==> src/rtl/skid_rr_arbiter.sv <==
// skid_rr_arbiter: packet-aware round-robin arbiter that merges NREQ
// valid/ready producers onto one registered downstream channel.
// A requester that wins keeps the grant until a beat with last=1 transfers;
// the round-robin pointer advances only when a packet completes.
module skid_rr_arbiter #(
    parameter int DW   = 8,
    parameter int NREQ = 4,
    parameter int IW   = 2
) (
    input  logic                 i_clk,
    input  logic                 i_reset,
    input  logic [NREQ-1:0]      up_val,
    input  logic [NREQ*DW-1:0]   up_bus,
    input  logic [NREQ-1:0]      up_last,
    output logic [NREQ-1:0]      up_rdy,
    output logic                 dn_val,
    output logic [DW-1:0]        dn_bus,
    output logic [IW-1:0]        dn_id,
    output logic                 dn_last,
    input  logic                 dn_rdy
);

    typedef enum logic {
        IDLE   = 1'b0,
        LOCKED = 1'b1
    } state_t;

    state_t        state, state_nxt;
    logic [IW-1:0] ptr, ptr_nxt;
    logic [IW-1:0] lock_id, lock_id_nxt;
    logic [IW-1:0] grant;
    logic          ld;
    logic          grant_val;
    logic          grant_last;
    logic [DW-1:0] grant_bus;
    logic          xfer;

    // First requester with valid set, scanning upward from start and wrapping.
    function automatic logic [IW-1:0] rr_pick(input logic [NREQ-1:0] val,
                                              input logic [IW-1:0]   start);
        logic [IW-1:0] pick;
        logic [IW-1:0] cand;
        logic          found;
        pick  = '0;
        found = 1'b0;
        for (int i = 0; i < NREQ; i++) begin
            cand = IW'((int'(start) + i) % NREQ);
            if (!found && val[cand]) begin
                pick  = cand;
                found = 1'b1;
            end
        end
        return pick;
    endfunction

    // Successor index with wrap at NREQ-1 (NREQ need not be a power of two).
    function automatic logic [IW-1:0] next_idx(input logic [IW-1:0] idx);
        return (idx == IW'(NREQ - 1)) ? '0 : idx + 1'b1;
    endfunction

    // The output register may accept a new beat when empty or being drained.
    assign ld = ~dn_val | dn_rdy;

    // Grant selection: the lock owner while a packet is open, else round-robin.
    always_comb begin
        // NOTE: every combinational output gets a default first so no path
        // leaves it unassigned, which would otherwise infer a latch.
        grant = '0;
        if (state == LOCKED) begin
            grant = lock_id;
        end else begin
            grant = rr_pick(up_val, ptr);
        end
    end

    assign grant_val  = up_val[grant];
    assign grant_last = up_last[grant];
    assign grant_bus  = up_bus[int'(grant)*DW +: DW];
    assign xfer       = ld & grant_val & ~i_reset;

    // Ready goes only to the granted requester, and only when a beat can move.
    always_comb begin
        up_rdy        = '0;
        up_rdy[grant] = xfer;
    end

    // Next-state logic: open a lock on a non-final beat, release it on last.
    always_comb begin
        state_nxt   = state;
        ptr_nxt     = ptr;
        lock_id_nxt = lock_id;
        if (xfer) begin
            unique case (state)
                IDLE: begin
                    if (grant_last) begin
                        ptr_nxt = next_idx(grant);
                    end else begin
                        state_nxt   = LOCKED;
                        lock_id_nxt = grant;
                    end
                end
                LOCKED: begin
                    if (grant_last) begin
                        state_nxt = IDLE;
                        ptr_nxt   = next_idx(lock_id);
                    end
                end
                default: state_nxt = IDLE;
            endcase
        end
    end

    // State, pointer and lock owner registers.
    always_ff @(posedge i_clk) begin
        // NOTE: sequential state uses non-blocking assignments so every
        // register samples pre-edge values regardless of statement order.
        if (i_reset) begin
            state   <= IDLE;
            ptr     <= '0;
            lock_id <= '0;
        end else begin
            state   <= state_nxt;
            ptr     <= ptr_nxt;
            lock_id <= lock_id_nxt;
        end
    end

    // Downstream output register: load on transfer, empty when drained idle.
    always_ff @(posedge i_clk) begin
        if (i_reset) begin
            dn_val  <= 1'b0;
            dn_bus  <= '0;
            dn_id   <= '0;
            dn_last <= 1'b0;
        end else if (xfer) begin
            dn_val  <= 1'b1;
            dn_bus  <= grant_bus;
            dn_id   <= grant;
            dn_last <= grant_last;
        end else if (ld) begin
            dn_val  <= 1'b0;
        end
    end

endmodule
==> config.mk <==
export PLATFORM = sky130hd
export DESIGN_NAME = skid_rr_arbiter
export DESIGN_NICKNAME = d
export VERILOG_FILES = /design/src/rtl/skid_rr_arbiter.sv
export SDC_FILE = /design/constraint.sdc
export NUM_CORES = 1
export LEC_CHECK = 0
export ABC_AREA = 1
export BUFFER_PORTS_ARGS = -buffer_cell sky130_fd_sc_hd__buf_2
export CAP_MARGIN = 20
export CELL_PAD_IN_SITES_DETAIL_PLACEMENT = 0
export CELL_PAD_IN_SITES_GLOBAL_PLACEMENT = 1
export CORE_MARGIN = 10
export CORE_UTILIZATION = 35
export CTS_BUF_LIST = sky130_fd_sc_hd__clkbuf_2
export CTS_CLUSTER_SIZE = 40
export DETAILED_ROUTE_END_ITERATION = 8
export GPL_ROUTABILITY_DRIVEN = 0
export HOLD_SLACK_MARGIN = 0.08
export PLACE_DENSITY = 0.95
export SYNTH_ARGS = -nofsm -noshare
export SYNTH_HDL_FRONTEND = slang
export SYNTH_SLANG_ARGS = --single-unit
==> constraint.sdc <==
create_clock -name i_clk -period 5 [get_ports i_clk]
set_input_delay 0.25 -clock i_clk [delete_from_list [all_inputs] [get_ports i_clk]]
set_output_delay 0.25 -clock i_clk [all_outputs]
set_load 0.005 [all_outputs]
==> flow_metrics.env <==
export IMPL_status="completed"
export IMPL_required_ns=4.75
export IMPL_synth_edff_count=0
export IMPL_path_clk_slew_ns=0.15
export IMPL_overflow=0
export IMPL_rows=23
export IMPL_relSlewSlack_pct=70.3
export IMPL_worstMarginPinSlew_ns=0.445
export IMPL_cts_tree="done"
export IMPL_grt_pass1_wl_um=6800
export IMPL_fin_tns_setup_ns=0
export IMPL_drc=0
export IMPL_synth_top_cell_by_area="dfxtp_1"
export IMPL_clk_path_buf_depth=2
export IMPL_fmax_mhz=323
export IMPL_synth_nets=285
export IMPL_synth_most_common_cell="nand2_1"
export IMPL_end_kind="output port"
export IMPL_finalHoldViolations=0
export IMPL_seq_area_frac_synth_pct=23.8
export IMPL_grt_max_degree=32
export IMPL_htreeDepth=1
export IMPL_netlist_area_um2=1430
export IMPL_skew_ns=0.00703
export IMPL_clock_sinks=17
export IMPL_final_min_clock_period_ns=3.09
export IMPL_rsz0062_at_grt="false"
export IMPL_cts_setup_buffers=0
export IMPL_powerDensity_nw_per_um2=624
export IMPL_core_area_um2=3970
export IMPL_crit_path_start_kind="register"
export IMPL_layout_drive_gt1_share_pct=30.0
export IMPL_yosys_top_cells_area="dfxtp_1 (24%), nand2_1 (15%), nor2_1 (10%)"
export IMPL_setup_viol=0
export IMPL_cts_resized=0
export IMPL_design_area_um2=1720
export IMPL_maxCapViolCount=0
export IMPL_synth_cell_types=24
export IMPL_routedWlPerCell_um=11.5
export IMPL_synth_main_ff_cell="dfxtp_1"
export IMPL_io_pins=59
export IMPL_avgSynthCellArea_um2=5.99
export IMPL_io_buffers=58
export IMPL_syn_to_final_growth_pct=20.0
export IMPL_num_nets_final=337
export IMPL_place_area_um2=1700
export IMPL_critPathArrivalTime_ns=2.84
export IMPL_grt_usage_pct=11.1
export IMPL_min_path_type="primary input to register"
export IMPL_finalMaxSlewViolations=0
export IMPL_drt_iter0_markers=50
export IMPL_num_vias=1584
export IMPL_crit_type="register to output port"
export IMPL_die_x_um=84.0
export IMPL_ys_top_cells_by_count="nand2_1 (56), nor2_1 (38), inv_1 (27)"
export IMPL_syn_inst=239
export IMPL_start_util_pct=36.0
export IMPL_diodes=0
export IMPL_async_flop_share_pct=0
export IMPL_yosys_warnings=0
export IMPL_fp_dieH_um=84.0
export IMPL_synth_seq_cells=17
export IMPL_root_buffer="clkbuf_2"
export IMPL_hpwl_um=3150
export IMPL_period_share_pct=61.8
export IMPL_vdd_ir_drop_max_uv=303
export IMPL_grt_pass1_vias=1553
export IMPL_wl_um=3910
export IMPL_yosys_area_top_type_share_pct=23.8
export IMPL_die_area_um2=7050
export IMPL_cts_made_buffers=3
export IMPL_antenna_found_initial=0
export IMPL_leakage_nw=0.954
export IMPL_drt_pass1_iterations=4
export IMPL_antenna_left=0
export IMPL_via_per_inst=4.66
export IMPL_cp_max_fo=31
export IMPL_insertion_delay_ns=0.28
export IMPL_ctsHoldBuffers=0
==> critical path, stage by stage, from the launching register on <==
cell and delay (ns):
dfxtp_1 0.62, inv_2 0.16, nand2_1 0.09, nand2_1 0.08
nand2_1 0.08, nand2_2 0.07, nand2_1 0.09, nand3_1 0.12
nand2_4 0.15, nand2_4 0.18, nand2_1 0.13, nand3_2 0.11
a21oi_4 0.37, nand2_2 0.09, nor2_1 0.10, buf_2 0.12
==> per-stage QoR <==
step                std cells  utilization, %  hold WS [ns]  setup slack (ns)  power [mW]
finish                    340            43.3         0.174              1.91        1.07
global route              340            43.3         0.153              1.53        1.22
CTS                       340            43.3         0.152              1.87        1.08
detailed placement        336            42.8         0.462              2.23        1.02
global placement          336            42.8         0.466              2.32        1.01
floorplan                 239               -         0.319              2.93       0.904
==> registers in the layout, summed over array words and instances, names as in the netlist <==
name / flops
dn_bus: 8
dn_id: 2
lock_id: 2
ptr: 2
dn_last: 1
dn_val: 1
state: 1
==> path summary, 6_finish.rpt <==
path                            cells past startpoint          to  slack (ns)    start
worst max-delay path                               15   up_rdy[2]        1.91   ptr[0]
worst min-delay path                                2    dn_id[1]        0.17  i_reset
worst max register to register                     16  lock_id[0]        2.42   ptr[0]
worst min register to register                      2     dn_last        0.48  dn_last
==> layout make-up <==
class / count / area (um2)
inverter: 30 / 118
tap: 50 / 62.6
multi-input combinational: 181 / 887
clock buffer: 4 / 20.0
timing repair buffer: 58 / 290
sequential: 17 / 340
fill: 441 / 2250
==> metal layers <==
metal	GRT usage (%)	wire length, um	part of all wire (%)	vias up
met5	0	0	0	-
met4	3.96	39	1.0	0
met3	5.08	345	8.8	4
met2	17.5	1710	44	52
met1	12.7	1820	46	666
li1	-	-	-	862
==> report_power, final <==
part	total (mW)	internal [mW]	switching, mW
clock network	0.0616	0.0212	0.0404
registers	0.221	0.185	0.0358
logic	0.790	0.268	0.522
total	1.07	0.475	0.598
==> logic make-up after synthesis <==
logic type / count (synthesis) / synth area share (%)
fa+ha+maj: 3 / 2.62
buf+inv: 41 / 14.2
compound gates: 50 / 18.6
flops: 17 / 23.8
simple gates: 128 / 40.7
==> layout by cell type, fill, tap and decap left out, drive strengths merged <==
| cell type | count |
|---|---|
| buf | 58 |
| nand2 | 68 |
| dfxtp | 17 |
| nor2 | 40 |
| nand4 | 1 |
| or2 | 1 |
| nand3 | 18 |
| a21oi | 13 |
| ha | 3 |
| clkinv | 1 |
| inv | 29 |
| o21ai | 36 |
| o22ai | 1 |
| clkbuf | 4 |
No activity file was read; power rests on OpenSTA's default activity.
